## src/rtl/pe_nic_pkg.sv

```systemverilog
// rtl/pe_nic_pkg.sv - NIC register map, agent FSM encoding and tx packet layout.
package pe_nic_pkg;

  localparam logic [1:0] ADDR_IN_BUF   = 2'b00;
  localparam logic [1:0] ADDR_IN_STAT  = 2'b01;
  localparam logic [1:0] ADDR_OUT_BUF  = 2'b10;
  localparam logic [1:0] ADDR_OUT_STAT = 2'b11;

  localparam int HDR_LSB = 32;
  localparam int SRC_LSB = 24;
  localparam int SEQ_W   = 16;

  typedef enum logic [2:0] {
    ST_IDLE,
    ST_POLL_IN,
    ST_READ_IN,
    ST_POLL_OUT,
    ST_WRITE_OUT,
    ST_DONE
  } state_t;

  function automatic logic [63:0] make_tx_pkt(input logic [31:0] hdr,
                                              input logic [7:0]  src,
                                              input logic [15:0] seq);
    logic [63:0] p;
    p = '0;
    p[HDR_LSB +: 32]  = hdr;
    p[SRC_LSB +: 8]   = src;
    p[0 +: SEQ_W]     = seq;
    return p;
  endfunction

  function automatic logic [1:0] addr_of(input state_t s);
    case (s)
      ST_POLL_IN:   return ADDR_IN_STAT;
      ST_READ_IN:   return ADDR_IN_BUF;
      ST_POLL_OUT:  return ADDR_OUT_STAT;
      ST_WRITE_OUT: return ADDR_OUT_BUF;
      default:      return ADDR_IN_BUF;
    endcase
  endfunction

endpackage

```

## src/rtl/pe_nic_watchdog.sv

```systemverilog
// rtl/pe_nic_watchdog.sv - no-progress cycle counter; expires at TIMEOUT-1 while running.
module pe_nic_watchdog #(
  parameter int TIMEOUT = 4096
) (
  input  logic clk,
  input  logic reset,
  input  logic clear,
  input  logic run,
  output logic expire
);

  localparam int W = $clog2(TIMEOUT + 1);

  logic [W-1:0] count;

  always_ff @(posedge clk or posedge reset) begin
    if (reset) begin
      count <= '0;
    end else if (clear) begin
      count <= '0;
    end else if (run && !expire) begin
      count <= count + W'(1);
    end
  end

  assign expire = run && (count == W'(TIMEOUT - 1));

endmodule

```

## src/rtl/pe_nic_agent.sv

```systemverilog
// rtl/pe_nic_agent.sv - PE stand-in that sends a packet burst to its NIC and drains arrivals.
module pe_nic_agent
  import pe_nic_pkg::*;
#(
  parameter int PACKET_WIDTH = 64,
  parameter int CNT_W        = 16,
  parameter int TIMEOUT      = 4096
) (
  input  logic                    clk,
  input  logic                    reset,
  input  logic                    start,
  input  logic [7:0]              src_id,
  input  logic [31:0]             hdr,
  input  logic [CNT_W-1:0]        num_pkts,
  input  logic [CNT_W-1:0]        exp_rx,
  output logic [1:0]              addr,
  output logic [PACKET_WIDTH-1:0] d_out,
  input  logic [PACKET_WIDTH-1:0] d_in,
  output logic                    nicEn,
  output logic                    nicEnWR,
  output logic                    busy,
  output logic                    done,
  output logic                    timeout,
  output logic [CNT_W-1:0]        tx_count,
  output logic [CNT_W-1:0]        rx_count,
  output logic [PACKET_WIDTH-1:0] rx_last
);

  localparam logic [CNT_W-1:0] CNT_MAX = '1;

  state_t state, next_state;
  logic   active, next_active;
  logic   tx_pending, rx_met, rx_met_after_read;
  logic   wd_clear, wd_expire;

  assign active            = (state != ST_IDLE) && (state != ST_DONE);
  assign next_active       = (next_state != ST_IDLE) && (next_state != ST_DONE);
  assign tx_pending        = tx_count < num_pkts;
  assign rx_met            = rx_count >= exp_rx;
  assign rx_met_after_read = ({1'b0, rx_count} + (CNT_W + 1)'(1)) >= {1'b0, exp_rx};
  assign wd_clear          = !active || (state == ST_READ_IN) || (state == ST_WRITE_OUT);

  pe_nic_watchdog #(.TIMEOUT(TIMEOUT)) u_watchdog (
    .clk    (clk),
    .reset  (reset),
    .clear  (wd_clear),
    .run    (active),
    .expire (wd_expire)
  );

  always_ff @(posedge clk or posedge reset) begin
    if (reset) state <= ST_IDLE;
    else       state <= next_state;
  end

  // Receive side is always checked first so a full input buffer is never starved.
  always_comb begin
    next_state = state;
    case (state)
      ST_IDLE, ST_DONE: if (start) next_state = ST_POLL_IN;
      ST_POLL_IN: begin
        if (d_in[0])         next_state = ST_READ_IN;
        else if (tx_pending) next_state = ST_POLL_OUT;
        else if (rx_met)     next_state = ST_DONE;
      end
      ST_READ_IN: begin
        if (tx_pending)             next_state = ST_POLL_OUT;
        else if (rx_met_after_read) next_state = ST_DONE;
        else                        next_state = ST_POLL_IN;
      end
      ST_POLL_OUT:  next_state = d_in[0] ? ST_POLL_IN : ST_WRITE_OUT;
      ST_WRITE_OUT: next_state = ST_POLL_IN;
      default:      next_state = ST_IDLE;
    endcase
    if (active && wd_expire) next_state = ST_DONE;
  end

  always_ff @(posedge clk or posedge reset) begin
    if (reset) begin
      addr     <= '0;
      d_out    <= '0;
      nicEn    <= 1'b0;
      nicEnWR  <= 1'b0;
      busy     <= 1'b0;
      done     <= 1'b0;
      timeout  <= 1'b0;
      tx_count <= '0;
      rx_count <= '0;
      rx_last  <= '0;
    end else begin
      addr    <= addr_of(next_state);
      nicEn   <= next_active;
      nicEnWR <= (next_state == ST_WRITE_OUT);
      busy    <= next_active;
      if (next_state == ST_WRITE_OUT)
        d_out <= PACKET_WIDTH'(make_tx_pkt(hdr, src_id, 16'(tx_count)));
      if (!active && start) begin
        tx_count <= '0;
        rx_count <= '0;
        done     <= 1'b0;
        timeout  <= 1'b0;
      end
      if (state == ST_READ_IN) begin
        rx_last <= d_in;
        if (rx_count != CNT_MAX) rx_count <= rx_count + CNT_W'(1);
      end
      if (state == ST_WRITE_OUT && tx_count != CNT_MAX)
        tx_count <= tx_count + CNT_W'(1);
      if (active && next_state == ST_DONE) begin
        done    <= 1'b1;
        timeout <= wd_expire;
      end
    end
  end

endmodule

```

## config.mk

```make
export PLATFORM = sky130hd
export DESIGN_NAME = pe_nic_agent
export DESIGN_NICKNAME = d
export VERILOG_FILES = /design/src/rtl/pe_nic_pkg.sv /design/src/rtl/pe_nic_watchdog.sv /design/src/rtl/pe_nic_agent.sv
export SDC_FILE = /design/constraint.sdc
export NUM_CORES = 1
export LEC_CHECK = 0
export CAP_MARGIN = 25
export CORE_ASPECT_RATIO = 2
export CORE_MARGIN = 8
export CORE_UTILIZATION = 41
export CTS_BUF_LIST = sky130_fd_sc_hd__clkbuf_4 sky130_fd_sc_hd__clkbuf_8 sky130_fd_sc_hd__clkbuf_16
export DETAILED_ROUTE_END_ITERATION = 6
export PLACE_DENSITY = 0.78
export SLEW_MARGIN = 20
export SYNTH_ARGS = -nofsm -noshare
export SYNTH_HDL_FRONTEND = slang
export SYNTH_SLANG_ARGS = --single-unit
```

## constraint.sdc

```tcl
create_clock -name clk -period 5.7 [get_ports clk]
set_clock_uncertainty 0.15 [all_clocks]
set_input_delay 1.14 -clock clk [delete_from_list [all_inputs] [get_ports clk]]
set_output_delay 1.14 -clock clk [all_outputs]
set_load 0.01 [all_outputs]
```

==> key figures <==
Final layout
  • Most frequent cells in the layout: clkdlybuf4s50_1 (297), dfrtp_1 (174), mux2_2 (103)
  • Most common cell after layout, fill and taps aside: clkdlybuf4s50_1
  • Ant. Diodes: 0
  • Syn-to-layout area delta: 44.1%
  • Core Util, Final: 59.7%
  • Nets: 1217
  • Layout cells sized above 1: 16.9%

STA
  • Setup TNS: 0 ns
  • Max_slew headroom: 36.3%
  • Endpoints failing hold: 0
  • Highest clock rate: 224 MHz
  • Final Slew Violations: 0
  • Final setup violation count: 0
  • RSZ-0062 raised after global routing: false
  • Worst-Margin Slew: 0.955 ns
  • Period utilisation layout: 78.3%
  • Min Tclk post-route: 4.46 ns

Die
  • Core Box Area: 0.0208 sq mm
  • DIE WIDTH: 119 um
  • # IOs: 306
  • Die area: 0.0262 sq mm
  • Die height: 221 um
  • Row cnt: 75
  • Starting Density: 41.4%

Logic synthesis
  • Commonest register cell after synthesis: dfrtp_1
  • Ys Warns: 0
  • Post-Syn Instances: 731
  • Synth async-reset ratio: 100%
  • Synth Register Bits: 174
  • Number of synthesized flops with an enable pin: 0
  • Sequential area share after synthesis: 50.5%
  • Post-Syn Area: 0.00863 sq mm
  • Post-synth top area share: 50.5%
  • Yosys cell types: 60
  • Biggest area consumer among synthesized cells: dfrtp_1
  • Synthesized area per cell: 11.8 sq um
  • Ranking of synthesized cells by area: dfrtp_1 (50%), mux2_2 (13%), ha_1 (7.3%), mux2_4 (3.1%), nand3_1 (2.4%)

Run status
  • Status: finished clean

Clocking
  • CTS Buffer Depth: 2
  • Hold_buf cts: 0
  • Htree depth: 4
  • CTS root buf: clkbuf_16
  • Clk sinks: 174
  • Worst-skew pair later-pin latency: 0.45 ns
  • CTS resizes: 0
  • TritonCTS Buffers: 17
  • CTS tree: done
  • Clk slew on worst S/H paths: 0.07 ns
  • Buffer count from post-CTS setup fixing: 0

Power
  • Net Sw Frac: 33.6%
  • Seq pwr share: 36.4%
  • Psw: 0.00181 W
  • Internal power: 0.00358 W
  • Leak: 5.61 nW
  • Pwr per Cell Area: 433 mW/mm^2
  • Worst IR drop on VDD: 0.310 mV
  • Clock power frac: 21.1%
  • Logic pwr share: 42.5%

Placed design
  • DP Wirelength: 19.4 mm
  • GP Congestion: 0.874
  • # port buffers: 297

GRT
  • Global-route wire length before repair: 40.8 mm
  • GRT Overall Usage: 19.9%
  • Largest net degree at the start of global routing: 103
  • Vias in the first global route: 7367
  • Initial antenna violation count: 0
  • Overflow after GRT: 0

Detailed routing
  • Drt drc: 0
  • Number of routed nets with antenna violations: 0
  • WL/cell: 19.4 um
  • Via count: 6796
  • Mean number of vias per cell: 5.19
  • DR iter-0 viols: 305
  • Drt first pass iters: 4
  • Post-Route WL: 25.4 mm

Critical path
  • Required @ worst endpoint: 5.88 ns
  • Startpoint types: flip-flop
  • Worst reg2reg path depth: 14
  • Critical Path End Type: flip-flop
  • Crit path max fanout: 28
  • CP arrival: 4.64 ns
  • WS Path Type: flip-flop to flip-flop

Min path
  • Hold path depth: 1
  • Min-Delay Path Class: flip-flop to flip-flop

Flow run
  • Max cap viols: 0
## state kept, by name, indices dropped and copies added, names as in the netlist
name              cells
rx_last              64
state                 3
d_out                56
timeout               1
tx_count             16
done                  1
nicEnWR               1
u_watchdog.count     13
rx_count             16
busy                  1
addr                  2
## kinds of logic after synthesis
logic type	share of synthesized area, %
compound gates	7.87
mux	16.9
buf+inv	4.28
simple gates	10.3
xor+xnor	2.84
fa+ha+maj	7.25
other cells	0.0435
flops	50.5
## power by group through the flow
stage / Sequential, W / Combinational (W) / Clock (W)
after detailed placement: 0.00198 / 0.00231 / 0
final: 0.00196 / 0.00229 / 0.00114
after floorplan: 0.00212 / 0.000921 / 0
after global placement: 0.00195 / 0.00227 / 0
after global routing: 0.00202 / 0.00245 / 0.00122
after CTS: 0.00196 / 0.00232 / 0.00117
## Yosys cell counts (9+ instances only)
master    number
dfrtp_1      174
mux2_2       103
ha_1          50
inv_1         44
nand3_1       41
nand2_1       39
o21ai_0       37
nor2_1        35
a21oi_1       19
mux2_4        18
xor2_1        17
buf_4         12
nand4_1       11
xnor2_1       11
and3_1        10
clkbuf_1       9
## routing by layer
| layer | vias up | track usage [%] | part of all wire [%] |
|---|---|---|---|
| met5 | - | 0 | 0 |
| met1 | 3332 | 18.6 | 33 |
| met3 | 51 | 4.92 | 5.2 |
| li1 | 3189 | - | - |
| met2 | 224 | 38.3 | 58 |
| met4 | 0 | 9.94 | 3.7 |
## critical path, cell delays in order (launching register included)
cell and delay, ns:
dfrtp_1 0.52, nand4_1 0.23, nor4_2 0.51, nand3_1 0.29, nor2_1 0.30, xnor2_1 0.13, ha_1 0.20, a2111oi_0 0.26
o21ai_0 0.16, a22oi_1 0.25, a211oi_1 0.13, nand2b_4 0.17, o221ai_4 0.18, buf_4 0.44, mux2_2 0.40
## cell type report
type | instances | area (sq um)
fill | 1723 | 8400
sequential | 174 | 4350
clock buffer | 19 | 447
timing repair buffer | 304 | 3060
tap | 269 | 337
multi-input combinational | 487 | 3950
clock inverter | 13 | 121
inverter | 44 | 169
## metrics by stage
step	hold WS, ns	worst slack [ns]	power [W]	std cells	area, sq um
after floorplan	0.346	1.87	0.00304	738	8660
after global routing	0.366	0.848	0.00569	1310	12400
after global placement	0.337	1.32	0.00423	1277	11800
final	0.356	1.24	0.00539	1310	12400
after CTS	0.359	1.26	0.00545	1309	12400
after detailed placement	0.344	1.28	0.00428	1277	11800
## worst paths after layout
check | startpoint | to | slack [ns]
setup reg to reg | rx_count[2] | d_out[60] | 1.24
hold / removal | d_out[61] | d_out[61] | 0.36
max in group asynchronous | reset | d_out[44] | 3.83
hold reg to reg | d_out[61] | d_out[61] | 0.36
min in group asynchronous | reset | rx_last[61] | 1.00
setup / recovery | rx_count[2] | d_out[60] | 1.24
(Power assumes the default switching activity.)
